### src/rtl/mem_map_decoder.sv
// CPU address decoder: range-matched regions, per-region wait states, sticky unmapped-access error.
// Latency W+1 cycles for a region with W wait states; cpu_ready low stalls the CPU, which holds its request.
module mem_map_decoder #(
    parameter int ADDR_W = 16,
    parameter int DATA_W = 8,
    parameter int N_REG  = 4,
    parameter logic [N_REG*ADDR_W-1:0] REG_BASE  = {16'h3000, 16'h2000, 16'h1000, 16'h0000},
    parameter logic [N_REG*ADDR_W-1:0] REG_LIMIT = {16'h30FF, 16'h2960, 16'h10FF, 16'h07FF},
    parameter logic [N_REG*4-1:0]      REG_WAIT  = {4'd1, 4'd2, 4'd0, 4'd0}
) (
    input  logic                    clk,
    input  logic                    rst,
    input  logic [ADDR_W-1:0]       cpu_addr,
    input  logic                    cpu_we,
    input  logic                    cpu_re,
    output logic                    cpu_ready,
    output logic [DATA_W-1:0]       cpu_rdata,
    output logic [N_REG-1:0]        slv_we,
    output logic [N_REG-1:0]        slv_re,
    input  logic [N_REG*DATA_W-1:0] slv_rdata,
    input  logic                    err_clr,
    output logic                    err_flag,
    output logic [ADDR_W-1:0]       err_addr
);
    localparam int IW = $clog2(N_REG + 1);
    localparam logic [IW-1:0] NONE = IW'(N_REG);

    typedef enum logic {ST_IDLE, ST_WAIT} state_t;

    state_t            state_q, state_d;
    logic [3:0]        cnt_q, cnt_d;
    logic [IW-1:0]     reg_q, reg_d;
    logic [IW-1:0]     rsel_q, rsel_d;
    logic              err_flag_q, err_flag_d;
    logic [ADDR_W-1:0] err_addr_q, err_addr_d;

    logic              access;
    logic              hit;
    logic [IW-1:0]     hit_idx;
    logic [3:0]        hit_wait;
    logic              done;
    logic              done_hit;
    logic [IW-1:0]     done_idx;

    assign access = cpu_we | cpu_re;

    // Scan high to low so the lowest matching region overrides.
    always_comb begin
        hit      = 1'b0;
        hit_idx  = NONE;
        hit_wait = 4'd0;
        for (int i = N_REG - 1; i >= 0; i--) begin
            if (cpu_addr >= REG_BASE[i*ADDR_W +: ADDR_W] &&
                cpu_addr <= REG_LIMIT[i*ADDR_W +: ADDR_W]) begin
                hit      = 1'b1;
                hit_idx  = IW'(i);
                hit_wait = REG_WAIT[i*4 +: 4];
            end
        end
    end

    always_ff @(posedge clk) begin
        if (rst) begin
            state_q    <= ST_IDLE;
            cnt_q      <= 4'd0;
            reg_q      <= NONE;
            rsel_q     <= NONE;
            err_flag_q <= 1'b0;
            err_addr_q <= '0;
        end else begin
            state_q    <= state_d;
            cnt_q      <= cnt_d;
            reg_q      <= reg_d;
            rsel_q     <= rsel_d;
            err_flag_q <= err_flag_d;
            err_addr_q <= err_addr_d;
        end
    end

    always_comb begin
        state_d = state_q;
        cnt_d   = cnt_q;
        reg_d   = reg_q;
        case (state_q)
            ST_IDLE: begin
                if (access && hit && hit_wait != 4'd0) begin
                    state_d = ST_WAIT;
                    cnt_d   = hit_wait;
                    reg_d   = hit_idx;
                end
            end
            ST_WAIT: begin
                cnt_d = cnt_q - 4'd1;
                if (cnt_q <= 4'd1) begin
                    state_d = ST_IDLE;
                end
            end
            default: state_d = ST_IDLE;
        endcase
    end

    // In WAIT the region comes from the latch, not the live decode.
    always_comb begin
        done     = 1'b0;
        done_hit = 1'b0;
        done_idx = NONE;
        case (state_q)
            ST_IDLE: begin
                if (access && !hit) begin
                    done = 1'b1;
                end else if (access && hit_wait == 4'd0) begin
                    done     = 1'b1;
                    done_hit = 1'b1;
                    done_idx = hit_idx;
                end
            end
            ST_WAIT: begin
                if (access && cnt_q <= 4'd1) begin
                    done     = 1'b1;
                    done_hit = 1'b1;
                    done_idx = reg_q;
                end
            end
            default: done = 1'b0;
        endcase
    end

    always_comb begin
        cpu_ready = done & ~rst;
        for (int i = 0; i < N_REG; i++) begin
            slv_we[i] = cpu_ready & done_hit & (done_idx == IW'(i)) & cpu_we;
            slv_re[i] = cpu_ready & done_hit & (done_idx == IW'(i)) & cpu_re & ~cpu_we;
        end
    end

    always_comb begin
        rsel_d     = rsel_q;
        err_flag_d = err_flag_q;
        err_addr_d = err_addr_q;
        if (cpu_ready && cpu_re && !cpu_we) begin
            rsel_d = done_idx;
        end
        if (cpu_ready && !done_hit) begin
            err_flag_d = 1'b1;
            err_addr_d = cpu_addr;
        end else if (err_clr) begin
            err_flag_d = 1'b0;
        end
    end

    always_comb begin
        cpu_rdata = '0;
        for (int i = 0; i < N_REG; i++) begin
            if (rsel_q == IW'(i)) begin
                cpu_rdata = slv_rdata[i*DATA_W +: DATA_W];
            end
        end
    end

    assign err_flag = err_flag_q;
    assign err_addr = err_addr_q;

endmodule

### config.mk
export PLATFORM = sky130hd
export DESIGN_NAME = mem_map_decoder
export DESIGN_NICKNAME = d
export VERILOG_FILES = /design/src/rtl/mem_map_decoder.sv
export SDC_FILE = /design/constraint.sdc
export NUM_CORES = 1
export LEC_CHECK = 0
export BUFFER_PORTS_ARGS = -buffer_cell sky130_fd_sc_hd__buf_2
export CORE_MARGIN = 8
export CORE_UTILIZATION = 45
export DETAILED_ROUTE_END_ITERATION = 12
export HOLD_SLACK_MARGIN = 0.12
export PLACE_DENSITY = 0.88
export SYNTH_ARGS = -nofsm -noshare
export SYNTH_HDL_FRONTEND = slang
export SYNTH_SLANG_ARGS = --single-unit
export TNS_END_PERCENT = 1
### constraint.sdc
create_clock -name clk -period 2.7 [get_ports clk]
set_input_delay 0.27 -clock clk [delete_from_list [all_inputs] [get_ports clk]]
set_output_delay 0.27 -clock clk [all_outputs]
set_load 0.1 [all_outputs]
; After elaboration in Yosys (flattened, before gate mapping)
; Cells that the tools add are included.
[word_totals]
input_bits = 53
regBits = 28
wordCells = 99
[op_classes]
eq_ne = 7
reduce_logical = 21
n_bitwise = 22
n_lt_le_gt_ge = 9
n_mux = 33
addsub = 1
[ops]
columns = op, n
row1 = >= comparator 16 x 14 -> 1 bit (second input constant), 2
row2 = <= comparator 16 x 14 -> 1 bit (second input constant), 2
row3 = two-way mux 8 bit, 4
row4 = two-way mux 3 bit, 7
row5 = AND 1 bit, 18
row6 = >= comparator 16 x 1 -> 1 bit (second input constant), 1
row7 = >= comparator 16 x 13 -> 1 bit (second input constant), 1
row8 = <= comparator 16 x 11 -> 1 bit (second input constant), 1
row9 = <= comparator 16 x 13 -> 1 bit (second input constant), 1
row10 = two-way mux 4 bit, 4
row11 = two-way mux 1 bit, 13
row12 = equality test 3 x 2 -> 1 bit (second input constant), 4
row13 = logical AND 1 bit, 12
row14 = case mux 4 bit (2 select lines), 1
row15 = equality test 3 x 1 -> 1 bit (second input constant), 2
row16 = logical NOT 3 bit, 2
row17 = case mux 1 bit (2 select lines), 3
row18 = case mux 3 bit (2 select lines), 1
row19 = <= comparator 4 x 1 -> 1 bit (second input constant), 1
row20 = logical NOT 4 bit, 1
row21 = nonzero test 4 bit, 1
row22 = subtractor 4 x 1 -> 4 bit (second input constant), 1
row23 = logical NOT 1 bit, 3
row24 = inverter 1 bit, 3
row25 = other kinds (4), 4

; Logic depth before layout (Yosys ltp)
[logic_depth]
ltp_word = 16
ltp_mapped = 7
mapped_depth_nobuf = 7

; Worst setup path before layout
; No wires, ideal clock.
[synth_timing]
path_kind = register -> output
startpoint = register cnt_q[0]
endpoint = output port slv_re[3]
required_time_ps = 2430
path_slack_ps = -1040
arrival_ps = 3470
stages_incl_launch_ff = 8
path_buffers = 0
cell_sequence = dfxtp_1 inv_1 ha_1 nor2_1 nor3_1 o2bb2ai_1 nand2_1 nor3_1
[synth_between]
elab_chain_len = 9
word_cells_on_any_way = 13
[synth_rtl]
columns = item, line_no
row1 = "start, declared", 31  ; logic [3:0] cnt_q, cnt_d;
row2 = "start signal, assigned", 72  ; cnt_q <= cnt_d;
row3 = <= comparator 4 x 1 -> 1 bit (*), 118  ; if (access && cnt_q <= 4'd1) begin
row4 = logical AND 1 bit (*), 118
row5 = two-way mux 1 bit, 118
row6 = case mux 1 bit (2 select lines), 107  ; case (state_q)
row7 = AND 1 bit, 129  ; cpu_ready = done & ~rst;
row8 = AND 1 bit, 132  ; slv_re[i] = cpu_ready & done_hit & (done_idx == IW'(i)) & cpu_re & ~cpu_we;
row9 = AND 1 bit (*) (3 in series), 132
row10 = "end, declared", 19  ; output logic [N_REG-1:0] slv_re,
; Every way passes the cells marked *; elsewhere a longest branch is shown, timed or not.

; Worst setup path in the final report
[layout_timing]
startpoint = register state_q
endpoint = output port slv_re[0]
[layout_between]
elab_chain_len = 7
word_cells_on_any_way = 10
[layout_rtl]
columns = item, line_no
row1 = "start, declared", 30  ; state_t state_q, state_d;
row2 = "start signal, assigned", 71  ; state_q <= state_d;
row3 = inverter 1 bit, --
row4 = case mux 1 bit (2 select lines), 107
row5 = AND 1 bit, 129
row6 = AND 1 bit, 132
row7 = AND 1 bit (*) (3 in series), 132
; Marks and branches as above.

==> results.cfg <==
[floorplan]
rows = 22
io_pins = 87
core_um2 = 3720
die-area_um2 = 6170
die_w_um = 78.5
initial_utilization_pct = 47.3
die_y_um = 78.5

[detailed_routing]
dr.pass1.iters = 4
detail-route-antenna-nets = 0
vias = 1836
routed_wirelength_mm = 5.56
route.detailed.drc = 0
wl_per_cell_um = 16.9
drt_iter0_markers = 142
avgViaCountPerCell = 5.58

[yosys]
yosys_warnings = 0
yosysSeqAreaShare_pct = 31.9
ys_async_sr_fraction_pct = 0
synth_top_area_cell = dfxtp_1
synth_top_area_share_pct = 31.9
synth_ff_type = dfxtp_1
syn_avg_cell_area_um2 = 9.02
ys_ff_latch = 28
yosysUniqueCellTypes = 48
yosys-top-cells-area = dfxtp_1, mux4_2, mux2i_1
synth_fp_nets = 250
synth_edf_count = 0
netlist_area_um2 = 1760
synthCells = 195

[worst_setup_path]
start_kind = flop
worstPathRequired_ps = 2430
path_delay_family = simple AND/OR/NAND/NOR gates
worst_path_largest_cell_delay_ps = 510
cp_slowest_cell = or4_4
cp_data_arrival_time_ps = 2260
critical_path_class = reg2out
crit_fanout = 5
crit_top_cell = or4_4
end_kind = primary output
cp.buffers_inverters = 1
crit_chain = or4_4, nor3_4, o21ai_2, or4_4, nor2_2, buf_12

[pwr]
pwr-share-comb_pct = 34.0
p_int_mw = 0.666
swShare_pct = 37.4
pwr_density_cell_nw_per_um2 = 438
cellLeakagePower_nw = 1.10
peakVddDrop_uv = 278
pwr-share-seq_pct = 42.3
p_switching_mw = 0.398
clockPowerShare_pct = 23.7

[final_layout]
layoutNonFillerInstCount = 329
drive_above_1_share_pct = 42.0
diodes = 0
nNetsFinal = 337
syn_to_final_growth_pct = 38.1

[global_routing]
grt_max_degree = 36
grt_pass1_vias = 1882
antenna_found_initial = 0
gr-total-overflow = 0
grt_pass1_wl_mm = 9.36
grt.total_usage_pct = 18.3

[placement]
dp_slack_ps = 146
place_inst = 325
hpwlAfterDp_mm = 4.54
gp_congestion = 0.953
numPortBuffers = 86

[worst_hold_path]
min_path_type = in2reg

[sta]
holdWs_ps = 251
setup_slack_ps = 171
fin_skew_ps = 1.94
tightest_slew_ps = 543
finalMaxSlewViolations = 0
rsz0062_at_grt = false
finalHoldViolCount = 0
finalSetupViolCount = 0
slew_headroom_pct = 63.8
fin_crit_ps = 2530
finalCritPeriodShare_pct = 93.7
fmax_ghz = 0.395

[clock_tree]
root_buffer = clkbuf_8
cts_tree = done
clockBufferDepth = 2
cts_sinks = 28
cts_hold_buffers = 0
htreeDepth = 1
post_cts_buffers = 0
clk_pin_slew_ps = 90
clock_latency_ps = 270
cts_made_buffers = 3

[flow_run]
cap_violations = 0

[status]
status = finished clean
through the flow:
stage          power [mW]  utilization, %  TNS [ps]  cell area [um^2]
2_1_floorplan       0.725               -     -1540              1770
4_1_cts              1.07            65.4         0              2430
3_5_place_dp        0.819            63.9         0              2370
5_1_grt              1.12            65.4         0              2430
6_report             1.06            65.4         0              2430
3_3_place_gp        0.809            63.9         0              2370
sequential cells by signal, indices dropped and copies added, names as in the netlist:
signal	count
reg_q	3
err_addr	16
rsel_q	3
state_q	1
cnt_q	4
err_flag	1
power by group through the flow:
stage	combinational [mW]	sequential, mW	clock, mW
2_1_floorplan	0.118	0.607	0
4_1_cts	0.361	0.449	0.258
3_5_place_dp	0.360	0.459	0
5_1_grt	0.381	0.452	0.283
3_3_place_gp	0.351	0.458	0
6_report	0.362	0.450	0.253
per-layer routing:
metal | track usage, % | part of all wire, %
met5 | 0 | 0
met4 | 7.59 | 2.4
met3 | 5.92 | 8.2
met2 | 32.5 | 50
met1 | 19.6 | 40
final timing paths:
check                            from                       end  slack (ps)  cells after the start
max                state_q$_SDFF_PP0_                 slv_re[0]         170                      6
min                       cpu_addr[4]  err_addr[4]$_SDFFE_PP0P_         250                      3
max reg2reg        state_q$_SDFF_PP0_  err_addr[1]$_SDFFE_PP0P_         890                      5
min reg2reg  err_addr[5]$_SDFFE_PP0P_  err_addr[5]$_SDFFE_PP0P_         460                      2
timing repair:
action / 4_1_cts / 5_1_grt
hold endpoints to repair: 0 / 0
resized for setup: 0 / 0
setup endpoints to repair: 0 / 1
worst reg2reg max path: stages, from the launching register on:
cell	delay (ps)
dfxtp_1	320
buf_4	170
or4_4	590
a21oi_4	120
buf_4	290
mux2i_1	250
cells in the final DEF (no fill, tap or decap), types with 2 or more instances in the layout:
cell / count
o21ai_0: 2
nor2_1: 12
mux4_2: 8
nor2_2: 2
nor2b_1: 10
nand2_1: 37
nor4_1: 2
ha_1: 2
nor3_2: 2
nor3_1: 7
mux2i_1: 16
nor3b_1: 2
or4_4: 3
dfxtp_1: 28
a311oi_1: 2
a21o_1: 2
o31a_1: 3
clkbuf_8: 4
buf_12: 8
a22o_1: 2
buf_2: 78
inv_1: 6
buf_4: 5
nand3_1: 2
a211oi_1: 2
a21oi_1: 7
o21a_1: 2
layout make-up:
class	count	area, um^2
Fill cell	309	1290
Multi-Input combinational cell	151	1140
Timing Repair Buffer	91	588
Sequential cell	28	561
Tap cell	48	60.1
Clock buffer	4	55.1
Inverter	7	26.3
logic make-up (layout without fill, tap and decap cells):
logic type / after synthesis / after routing / share of synthesized area, %
xor+xnor: 2 / 2 / 0.996
fa+ha+maj: 2 / 2 / 1.42
mux: 24 / 24 / 19.3
flops: 28 / 28 / 31.9
buf+inv: 16 / 102 / 4.27
simple gates: 89 / 89 / 26.2
compound gates: 34 / 34 / 15.9
synth_stat cells, types with 2 or more instances:
library cell and count:
mux2i_1 16, clkbuf_1 7, o21a_1 2, nor4_1 2
or4_4 3, nor2_1 14, buf_6 2, a21o_1 2
a311oi_1 2, a211oi_1 2, dfxtp_1 28, a21oi_1 7
nor3b_1 2, o31a_1 3, nand3_1 2, ha_1 2
inv_1 6, nor2b_1 10, o21ai_0 2, mux4_2 8
nor3_1 9, a22o_1 2, nand2_1 37
Power figures use the tool's default switching activity.
